[src/rtl/mem_ctrl_pkg.sv]
// ---------------------------------------------------------------------------
// mem_ctrl_pkg
// Shared definitions for the data-memory arbiter slice.
//   DEF_ADDR_W / DEF_DATA_W : default widths of the 16x8 data memory
//   arb_state_t             : arbiter sequencer states
//   PORT_CPU / PORT_IO      : requester port indices
//   port_onehot()           : port index -> one-hot 2-bit vector
// ---------------------------------------------------------------------------
package mem_ctrl_pkg;

  localparam int DEF_ADDR_W = 4;
  localparam int DEF_DATA_W = 8;

  // IDLE: no access in flight. BUSY: a grant was issued at the last edge and
  // the memory performs that access at the coming negedge.
  typedef enum logic {
    IDLE = 1'b0,
    BUSY = 1'b1
  } arb_state_t;

  localparam logic PORT_CPU = 1'b0;
  localparam logic PORT_IO  = 1'b1;

  function automatic logic [1:0] port_onehot(input logic port);
    return port ? 2'b10 : 2'b01;
  endfunction

endpackage

[src/rtl/rr_arb2.sv]
// ---------------------------------------------------------------------------
// rr_arb2
// Combinational 2-way winner selection.
//   eligible  : per-port eligible requests
//   last      : port granted most recently
//   any_win   : at least one port is eligible
//   winner    : index of the selected port (valid when any_win)
// FIXED_PRI=1 makes port 0 win every tie; otherwise a tie goes to the port
// that was not granted last.
// ---------------------------------------------------------------------------
module rr_arb2
  import mem_ctrl_pkg::*;
#(
  parameter int FIXED_PRI = 0
) (
  input  logic [1:0] eligible,
  input  logic       last,
  output logic       any_win,
  output logic       winner
);

  always_comb begin
    any_win = |eligible;
    winner  = PORT_CPU;
    case (eligible)
      2'b01:   winner = PORT_CPU;
      2'b10:   winner = PORT_IO;
      2'b11:   winner = (FIXED_PRI != 0) ? PORT_CPU : ~last;
      default: winner = PORT_CPU;
    endcase
  end

endmodule

[src/rtl/data_mem_arbiter.sv]
// ---------------------------------------------------------------------------
// data_mem_arbiter
// Shares the 16x8 data memory between the CPU core (port 0) and the I/O/DMA
// engine (port 1). Grants one request per edge, drives the memory controls
// and returns read data with a per-port valid pulse one edge after the grant.
//   clk            : system clock, all state on posedge
//   reset          : asynchronous, active-low reset
//   req, we        : per-port request / write-enable
//   addr0, addr1   : per-port address
//   wdata0, wdata1 : per-port write data
//   gnt            : one-hot, one-cycle grant pulse
//   rvalid         : one-cycle read-valid pulse, per port
//   rdata          : shared read data, qualified by rvalid
//   mem_ip, mem_w_add, mem_r_add, mem_rw : memory controls (rw 0 = write)
//   mem_op         : memory read data
// ---------------------------------------------------------------------------
module data_mem_arbiter
  import mem_ctrl_pkg::*;
#(
  parameter int ADDR_W    = mem_ctrl_pkg::DEF_ADDR_W,
  parameter int DATA_W    = mem_ctrl_pkg::DEF_DATA_W,
  parameter int FIXED_PRI = 0
) (
  input  logic              clk,
  input  logic              reset,
  input  logic [1:0]        req,
  input  logic [1:0]        we,
  input  logic [ADDR_W-1:0] addr0,
  input  logic [ADDR_W-1:0] addr1,
  input  logic [DATA_W-1:0] wdata0,
  input  logic [DATA_W-1:0] wdata1,
  output logic [1:0]        gnt,
  output logic [1:0]        rvalid,
  output logic [DATA_W-1:0] rdata,
  output logic [DATA_W-1:0] mem_ip,
  output logic [ADDR_W-1:0] mem_w_add,
  output logic [ADDR_W-1:0] mem_r_add,
  output logic              mem_rw,
  input  logic [DATA_W-1:0] mem_op
);

  arb_state_t        state_q, state_d;
  logic [1:0]        eligible;
  logic              any_win;
  logic              winner;
  logic              sel_we;
  logic [ADDR_W-1:0] sel_addr;
  logic [DATA_W-1:0] sel_wdata;

  logic [ADDR_W-1:0] addr_q, addr_d;
  logic [DATA_W-1:0] ip_d;
  logic [DATA_W-1:0] rdata_d;
  logic [1:0]        gnt_d, rvalid_d;
  logic              rw_d;
  logic              tag_q, tag_d;
  logic              rd_pend_q, rd_pend_d;
  logic              last_q, last_d;

  // A port whose grant is high this cycle is masked out, so a request that is
  // still held while the requester samples gnt is never granted twice.
  assign eligible = req & ~gnt;

  rr_arb2 #(
    .FIXED_PRI(FIXED_PRI)
  ) u_rr_arb2 (
    .eligible(eligible),
    .last    (last_q),
    .any_win (any_win),
    .winner  (winner)
  );

  assign sel_we    = winner ? we[1]  : we[0];
  assign sel_addr  = winner ? addr1  : addr0;
  assign sel_wdata = winner ? wdata1 : wdata0;

  // Read and write share one address register; the memory sees it on both
  // address inputs.
  assign mem_w_add = addr_q;
  assign mem_r_add = addr_q;

  // Next-state and next-output logic. With no grant mem_rw returns to read,
  // because the memory writes on any negedge that sees rw=0. Address and
  // write data simply hold. A read granted at the last edge has its data
  // captured from the memory now, since the memory read at the negedge in
  // between.
  always_comb begin
    state_d   = IDLE;
    gnt_d     = '0;
    rw_d      = 1'b1;
    addr_d    = addr_q;
    ip_d      = mem_ip;
    tag_d     = tag_q;
    rd_pend_d = 1'b0;
    last_d    = last_q;
    rvalid_d  = '0;
    rdata_d   = rdata;

    if (any_win) begin
      state_d   = BUSY;
      gnt_d     = port_onehot(winner);
      rw_d      = ~sel_we;
      addr_d    = sel_addr;
      ip_d      = sel_wdata;
      tag_d     = winner;
      rd_pend_d = ~sel_we;
      last_d    = winner;
    end

    if ((state_q == BUSY) && rd_pend_q) begin
      rvalid_d = port_onehot(tag_q);
      rdata_d  = mem_op;
    end
  end

  // State and output registers. Reset drops any in-flight read and forces the
  // memory to read so no spurious write can occur.
  always_ff @(posedge clk or negedge reset) begin
    if (!reset) begin
      state_q   <= IDLE;
      gnt       <= '0;
      rvalid    <= '0;
      rdata     <= '0;
      mem_rw    <= 1'b1;
      addr_q    <= '0;
      mem_ip    <= '0;
      tag_q     <= PORT_CPU;
      rd_pend_q <= 1'b0;
      last_q    <= PORT_IO;
    end else begin
      state_q   <= state_d;
      gnt       <= gnt_d;
      rvalid    <= rvalid_d;
      rdata     <= rdata_d;
      mem_rw    <= rw_d;
      addr_q    <= addr_d;
      mem_ip    <= ip_d;
      tag_q     <= tag_d;
      rd_pend_q <= rd_pend_d;
      last_q    <= last_d;
    end
  end

endmodule

[config.mk]
export PLATFORM = sky130hd
export DESIGN_NAME = data_mem_arbiter
export DESIGN_NICKNAME = d
export VERILOG_FILES = /design/src/rtl/mem_ctrl_pkg.sv /design/src/rtl/rr_arb2.sv /design/src/rtl/data_mem_arbiter.sv
export SDC_FILE = /design/constraint.sdc
export NUM_CORES = 1
export LEC_CHECK = 0
export ABC_AREA = 1
export CAP_MARGIN = 20
export CELL_PAD_IN_SITES_DETAIL_PLACEMENT = 0
export CELL_PAD_IN_SITES_GLOBAL_PLACEMENT = 1
export CORE_MARGIN = 1.5
export CORE_UTILIZATION = 29
export DETAILED_ROUTE_END_ITERATION = 7
export PLACE_DENSITY = 0.82
export SLEW_MARGIN = 10
export SYNTH_ARGS = -nofsm -noshare
export SYNTH_HDL_FRONTEND = slang
export SYNTH_HIERARCHICAL = 1
export SYNTH_SLANG_ARGS = --single-unit
[constraint.sdc]
create_clock -name clk -period 2 [get_ports clk]
set_input_delay 0.3 -clock clk [delete_from_list [all_inputs] [get_ports clk]]
set_output_delay 0.3 -clock clk [all_outputs]
set_load 0.005 [all_outputs]
==> impl_results.md, run 1 <==
* Cell Chain, Critical Path: clkdlybuf4s50_1
* Worst Skew at 2.30 ps
* EDFF count, synth at 0
* Seq/Total Area, Yosys at 57.4%
* Most used DFF post-synth: dfrtp_1
* Synth-to-layout area growth at 59.0%
* Initial DRT Pass Iterations at 5
* Post_cts resized at 0
* Worst reg2reg startpoint: gnt[1]
* Compound-Gate Fraction of Synth Area at 0.789%
* Number of fill cells in the layout at 407
* FF-to-FF path depth at 8
* Synth top area share at 53.3%
* Largest family of logic cells by synthesized area: simple AND/OR/NAND/NOR gates
* Area contributors post-synth: dfrtp_1 53%, nand3_1 17%, nand2_1 10%, buf_6 5.3%, dfstp_2 4.1%
* Synthesized cell area at 1270 um^2
* Yosys top cell by area: dfrtp_1
* Yosys reg bits at 29
* CTS tree: done
* DR iter-0 viols at 62
* Async S/R FF share, synth at 100%
* Ports at 67
* Ratio of cells with drive above 1 in the final layout at 7.84%
* Vias in the first global route at 1147
* Fin cells at 254
* Final hold slack at 415 ps
* Largest net degree at the start of global routing at 30
* Startpoint types: register
* Final wirelength at 3070 um
* CP top delay family: flip-flops
* Slowest CP cell: dfstp_2
* Req. time, crit path at 1700 ps
* PortBufs at 66
* Maximum vdd drop at 0.371 mV
* Die width at 69.1 um
* Max-slew headroom at 76.2%
* Critical path capture point: mem_rw
* Design Power at 1.96 mW
* TritonCTS Buffers at 5
* RSZ-0062 raised after global routing: false
* First-pass GRT wire length at 5160 um
* N_diodes at 0
* Highest Clock Rate at 631 MHz
* # setup viols final at 0
* CTS root buf: clkbuf_8
* Final HPWL from detailed placement at 2220 um
* Status: completed
* Yosys warnings at 6
* Final worst slack at 415 ps
* Post-synthesis adder-cell area fraction at 0%
* Die extent in y at 69.1 um
* Hold-fix buffers, CTS at 0
* Final nets at 241
* TritonCTS sink count at 29
* CP max FO at 1
* Routed len/inst at 12.1 um
* Power Dens Cells at 973 nW/um^2
* R2R Setup Slk at 670 ps
* Via count at 1116
* Number of core rows at 23
* Synth cell types at 15
* Buf/Inv on CP at 1
* Cells after Synth at 138
* Max H-tree Level at 2
* Max clock buf depth at 2
* Routed Antenna Nets at 0
* Post-Synth Simple-Gate Area at 30.5%
* Syn nets at 176
* Total track usage at 13.8%
* Post-synth top cells: 44 x nand3_1, 35 x nand2_1, 27 x dfrtp_1
* CP Class: register to output port
* CP peak stage delay at 510 ps
* Final hold vios at 0
* Overall die area at 4780 um^2
* Final period utilization at 79.3%
* Initial Util at 30.8%
* Top-count cell post-synth: nand3_1
* Tmin final at 1590 ps
* RD Place Congestion at 0.721
* Post-Synth XOR/XNOR Area at 0%
* Setup tns final at 0 ps
* Crit. Startpoint: mem_rw
* Worst-path clk slew at 60 ps
* Worst hold path class: input port to asynchronous set/reset pin
* Fin. max-slew vios at 0
* Grt ovf at 0
* R2R Path End: rd_pend_q
* # DRC at 0
* Worst Tran Pin Value at 358 ps
* MaxCap Viol Count at 0
* Mux share of post-synthesis cell area at 0%
* Vias per cell at 4.39
* Avg Synthesized Cell Area at 9.19 um^2
* Dpl cells at 246
* Worst setup EP type: output port
* Clock insertion delay at the later pin of the skew report at 270 ps
* Post-CTS repair timing setup buffer count at 0
* Pre-CTS WS at 254 ps
* Static Leak at 0.924 nW
* Core area at 4120 um^2
* CP Depth at 1
* Antenna violations before repair at 0
* Data arrival time of the worst path at 1290 ps
per-layer routing:
| layer | vias up | wire length, um | share of wire [%] | GRT usage (%) |
|---|---|---|---|---|
| met1 | 483 | 1380 | 45 | 16.6 |
| met4 | 0 | 30 | 0.98 | 5.23 |
| met5 | - | 0 | 0 | 0 |
| met2 | 53 | 1380 | 45 | 21.8 |
| li1 | 575 | - | - | - |
| met3 | 5 | 279 | 9.1 | 5.99 |
metrics by stage:
| stage | area (um^2) | util [%] |
|---|---|---|
| 2_1_floorplan | 1270 | - |
| 3_3_place_gp | 1930 | 46.8 |
| 3_5_place_dp | 1930 | 46.8 |
| 4_1_cts | 2020 | 49.0 |
| 5_1_grt | 2020 | 49.0 |
| 6_report | 2020 | 49.0 |
registers in the layout (all words and copies together), names as in the netlist:
signal     flops
mem_ip         8
rdata          8
mem_r_add      4
gnt            2
rvalid         2
last_q         1
mem_rw         1
rd_pend_q      1
state_q        1
tag_q          1
cells by family after synthesis:
family          after synthesis
compound gates                2
buf+inv                      20
simple gates                 87
flops                        29
power by group:
group	internal, mW	switching (mW)	total (mW)	leakage [nW]
Clock	0.280	0.200	0.480	0.0455
Sequential	0.739	0.0953	0.835	0.355
Combinational	0.410	0.239	0.648	0.524
Total	1.43	0.534	1.96	0.924
worst min path at each step:
| stage | startpoint | end | slack [ps] | cells after the start |
|---|---|---|---|---|
| finish | reset | rdata[7] | 420 | 2 |
| global route | tag_q | rvalid[0] | 440 | 1 |
| CTS | tag_q | rvalid[0] | 420 | 1 |
| detailed placement | tag_q | rvalid[0] | 420 | 1 |
| global placement | tag_q | rvalid[0] | 410 | 1 |
| floorplan | reset | gnt[0] | 4 | 0 |
final cells by class:
class / instances / area, um^2 / share of cell area [%]
clock buffers: 8 / 90.1 / 4.47
well taps: 50 / 62.6 / 3.10
flip-flops and latches: 29 / 728 / 36.1
inverters: 7 / 28.8 / 1.43
multi-input cells: 89 / 397 / 19.7
repair buffers: 71 / 711 / 35.2
cell usage in the layout (no fill, tap or decap):
cell and count:
or2_1 1, o21ai_1 1, inv_4 1, clkdlybuf4s50_1 66, inv_1 5, buf_4 4
buf_12 1, dfstp_2 2, nand3_1 44, nand2_1 35, inv_2 1, clkbuf_8 6
clkbuf_1 2, nor2_1 6, dfrtp_1 27, nand2_2 1, a21oi_1 1
No activity file was read; power rests on OpenSTA's default activity.
==> run 2: changes to the inputs <==
--- a/config.mk
+++ b/config.mk
@@ -10,9 +10,9 @@
 export CELL_PAD_IN_SITES_DETAIL_PLACEMENT = 0
 export CELL_PAD_IN_SITES_GLOBAL_PLACEMENT = 1
 export CORE_MARGIN = 1.5
-export CORE_UTILIZATION = 29
+export CORE_UTILIZATION = 27
 export DETAILED_ROUTE_END_ITERATION = 7
-export PLACE_DENSITY = 0.82
+export PLACE_DENSITY = 0.77
 export SLEW_MARGIN = 10
 export SYNTH_ARGS = -nofsm -noshare
 export SYNTH_HDL_FRONTEND = slang
==> constraint.sdc (replaced) <==
create_clock -name clk -period 1.5 [get_ports clk]
set_input_delay 0.225 -clock clk [delete_from_list [all_inputs] [get_ports clk]]
set_output_delay 0.225 -clock clk [all_outputs]
set_load 0.005 [all_outputs]
==> impl_results.md, run 2 (synthesis results as in run 1) <==
* Slowest CP cell: clkdlybuf4s50_1
* Commonest non-fill, non-tap cell in the layout: clkdlybuf4s50_1
* Status: complete, but fails checks
* Final HPWL from detailed placement at 2380 um
* Total track usage at 13.9%
* Core area at 4440 um^2
* Ratio of cells with drive above 1 in the final layout at 8.78%
* Tmin final at 1410 ps
* Buf/Inv on CP at 1
* R2R Setup Slk at 230 ps
* DR iter-0 viols at 72
* MaxCap Viol Count at 0
* # setup viols final at 0
* Largest net degree at the start of global routing at 30
* Worst Skew at 3.41 ps
* Die width at 71.6 um
* Clock insertion delay at the later pin of the skew report at 270 ps
* RD Place Congestion at 0.742
* Final period utilization at 94.1%
* Worst setup EP type: output port
* Power Dens Cells at 1290 nW/um^2
* Final hold vios at 0
* Grt ovf at 0
* CTS root buf: clkbuf_8
* Cell Chain, Critical Path: clkdlybuf4s50_1
* Violated checks: DRC
* FF-to-FF path depth at 8
* Number of core rows at 24
* R2R Path End: rd_pend_q
* CTS tree: done
* Maximum vdd drop at 0.349 mV
* Routed Antenna Nets at 0
* Static Leak at 0.933 nW
* Dpl cells at 249
* TritonCTS Buffers at 5
* Number of fill cells in the layout at 459
* First-pass GRT wire length at 5460 um
* Via count at 1150
* Initial Util at 28.5%
* Pre-CTS WS at -102 ps
* Final nets at 242
* Final worst slack at 88.4 ps
* Fin. max-slew vios at 0
* Req. time, crit path at 1270 ps
* Max clock buf depth at 2
* Initial DRT Pass Iterations at 6
* Overall die area at 5120 um^2
* Max-slew headroom at 75.3%
* CP Class: register to output port
* Most frequent cells in the layout: 65 x clkdlybuf4s50_1, 44 x nand3_1, 35 x nand2_1
* Die extent in y at 71.6 um
* Synth-to-layout area growth at 60.1%
* Max H-tree Level at 2
* CP top delay family: buffers and inverters
* Worst reg2reg startpoint: gnt[1]
* Worst Tran Pin Value at 371 ps
* Vias in the first global route at 1222
* Worst hold path class: input port to asynchronous set/reset pin
* Routed len/inst at 12.8 um
* RSZ-0062 raised after global routing: false
* Ports at 67
* Fin cells at 257
* Post-CTS repair timing setup buffer count at 0
* Vias per cell at 4.47
* Startpoint types: register
* CP max FO at 3
* # DRC at 5
* Data arrival time of the worst path at 1190 ps
* Highest Clock Rate at 708 MHz
* Final wirelength at 3280 um
* CP peak stage delay at 530 ps
* PortBufs at 66
* N_diodes at 0
* Worst-path clk slew at 60 ps
* TritonCTS sink count at 29
* Antenna violations before repair at 0
-- run 2: cell types whose count changed in the layout (fill, tap and decap cells not counted), sizes merged --
cell | before | now
clkinv | 0 | 2
dlygate4sd2 | 0 | 1
clkdlybuf4s50 | 66 | 65
buf | 5 | 6
clkbuf | 8 | 6
-- run 2: worst max path at each step --
stage,startpoint,end,slack (ps),cells past startpoint
floorplan,gnt[1],mem_ip[5],310,8
global placement,req[1],mem_ip[1],-100,9
finish,mem_r_add[0],mem_r_add[0],90,1
CTS,mem_r_add[0],mem_r_add[0],70,1
global route,req[1],mem_ip[1],30,9
detailed placement,req[1],mem_ip[6],-100,9
-- run 2: final cells by class --
class / instances / area [um^2] / area share [%]
timing repair buffer: 72 / 729 / 35.9
tap: 52 / 65.1 / 3.20
clock buffer: 6 / 72.6 / 3.57
multi-input combinational: 89 / 397 / 19.5
clock inverter: 2 / 10.0 / 0.493
inverter: 7 / 28.8 / 1.42
sequential: 29 / 728 / 35.9
-- run 2: what timing repair did --
action,4_1_cts,5_1_grt
gates resized for setup,1,0
hold endpoints to repair,0,0
endpoints found under the setup margin,1,0
hold buffers,0,0
-- run 2: per-layer routing --
layer	share of wire [%]	global-route usage [%]
met5	0	0
met4	0.55	4.19
met3	8.2	6.75
met2	48	22.9
met1	44	15.9
-- run 2: where the power goes --
group	switching (mW)	leakage, nW	total, mW	internal (mW)
registers	0.127	0.355	1.11	0.985
logic	0.335	0.533	0.893	0.557
clock network	0.288	0.0450	0.608	0.321
total	0.750	0.933	2.61	1.86
-- run 2: stage by stage --
step	hold slack, ps	setup TNS (ps)	power [mW]	util [%]	cell area (um^2)
after global placement	409	-1170	2.02	43.9	1950
after floorplan	-70.6	0	1.48	-	1270
after detailed placement	413	-1160	2.03	43.9	1950
after global routing	356	0	2.81	45.7	2030
final	342	0	2.61	45.7	2030
after CTS	348	0	2.67	45.7	2030
==> run 3: changes to the inputs <==
--- a/config.mk
+++ b/config.mk
@@ -9,9 +9,10 @@
 export CAP_MARGIN = 20
 export CELL_PAD_IN_SITES_DETAIL_PLACEMENT = 0
 export CELL_PAD_IN_SITES_GLOBAL_PLACEMENT = 1
-export CORE_MARGIN = 1.5
+export CORE_MARGIN = 2
 export CORE_UTILIZATION = 27
 export DETAILED_ROUTE_END_ITERATION = 7
+export GPL_TIMING_DRIVEN = 0
 export PLACE_DENSITY = 0.77
 export SLEW_MARGIN = 10
 export SYNTH_ARGS = -nofsm -noshare
==> impl_results.md, run 3 (synthesis results as in run 1) <==
* CP max FO at 3
* DR iter-0 viols at 39
* Final worst slack at 107 ps
* Number of fill cells in the layout at 465
* Initial Util at 28.5%
* Reg area at 728 um^2
* Clock insertion delay at the later pin of the skew report at 280 ps
* Total track usage at 13.1%
* Grt ovf at 0
* Placed Area at 1990 um^2
* Post-layout instance area at 2120 um^2
* Worst Skew at 4.53 ps
* Worst setup EP type: output port
* Largest net degree at the start of global routing at 30
* Met3 Wirelength at 298 um
* Fin. max-slew vios at 0
* Vias in the first global route at 1068
* Final hold slack at 422 ps
* Via count at 1170
* Final period utilization at 92.8%
* Req. time, crit path at 1270 ps
* R2R Setup Slk at 200 ps
* Die extent in y at 72.6 um
* Highest Clock Rate at 718 MHz
* Final wirelength at 3410 um
* Wl on met1 at 1580 um
* Ratio of cells with drive above 1 in the final layout at 13.5%
* PortBufs at 66
* First-pass GRT wire length at 5150 um
* Startpoint types: register
* HP Start: tag_q
* Status: completed
* Most frequent cells in the layout: 60 x clkdlybuf4s50_1, 44 x nand3_1, 35 x nand2_1
* TritonCTS sink count at 29
* Setup tns final at 0 ps
* N_diodes at 0
* Static Leak at 1.02 nW
* Synth-to-layout area growth at 67.2%
* Max clock buf depth at 2
* Final hold vios at 0
* CTS root buf: clkbuf_8
* Ports at 67
* Worst-path clk slew at 60 ps
* CP Class: register to output port
* # setup viols final at 0
* Final HPWL from detailed placement at 2420 um
* Final nets at 252
* Power Dens Cells at 1310 nW/um^2
* Maximum vdd drop at 0.381 mV
* Overall die area at 5260 um^2
* Initial DRT Pass Iterations at 4
* Routed len/inst at 12.8 um
* Multi-input logic area at 397 um^2
* CP peak stage delay at 510 ps
* Design Power at 2.77 mW
* Tmin final at 1390 ps
* Pre-CTS WS at -144 ps
* Slowest CP cell: clkdlybuf4s50_1
* Buf/Inv on CP at 1
* RSZ-0062 raised after global routing: false
* Die width at 72.6 um
* Cell Chain, Critical Path: clkdlybuf4s50_1
* Number of core rows at 24
* Commonest non-fill, non-tap cell in the layout: clkdlybuf4s50_1
* Highest Signal Layer: met4
* Crit. Startpoint: mem_r_add[0]
* Vias per cell at 4.38
* RD Place Congestion at 0.722
* CP top delay family: buffers and inverters
* Max H-tree Level at 2
* Met2 routed WL at 1490 um
* Worst hold path class: register to register
* Routed Antenna Nets at 0
* Worst Tran Pin Value at 654 ps
* Antenna violations before repair at 0
* TritonCTS Buffers at 5
* Worst reg2reg startpoint: gnt[1]
* # DRC at 0
* MaxCap Viol Count at 0
* Core area at 4440 um^2
* Max-slew headroom at 56.4%
* CTS tree: done
* Data arrival time of the worst path at 1170 ps
-- run 3: routing by layer --
layer	up-vias	GRT usage (%)
met5	-	0
met4	0	4.32
met3	5	6.25
met2	48	19.3
met1	521	17.0
li1	596	-
-- run 3: timing repair --
action                     4_1_cts  5_1_grt
hold buffers                     1        0
hold endpoints to repair        27        0
buffers inserted                 1        1
setup endpoints to repair        3        3
gates cloned                     0        0
resized for setup                2        3
-- run 3: metrics by stage --
stage / utilization (%) / instances
finish: 47.7 / 267
global route: 47.7 / 267
CTS: 47.4 / 266
detailed placement: 44.8 / 256
global placement: 44.9 / 256
floorplan: - / 138
-- run 3: report_power, final --
part	leakage [nW]	total (mW)	switching, mW	internal, mW
Combinational	0.615	0.977	0.373	0.603
Sequential	0.355	1.08	0.0972	0.985
Clock	0.0542	0.713	0.299	0.414
-- run 3: final timing paths --
check                               endpoint  depth (start not counted)
worst max register to register     mem_ip[6]                          8
max in group asynchronous          mem_ip[6]                          2
worst max-delay path            mem_r_add[0]                          1
worst min-delay path               rvalid[0]                          1
min in group asynchronous           rdata[7]                          2
worst min register to register     rvalid[0]                          1
-- run 3: area by class of cell --
type                            instances  area share, %
Sequential cell                        29           34.3
Timing Repair Buffer                   69           32.3
Multi-Input combinational cell         89           18.7
Buffer                                 13           5.43
Clock buffer                            7           4.54
Tap cell                               52           3.07
Inverter                                7           1.36
Clock inverter                          1          0.236
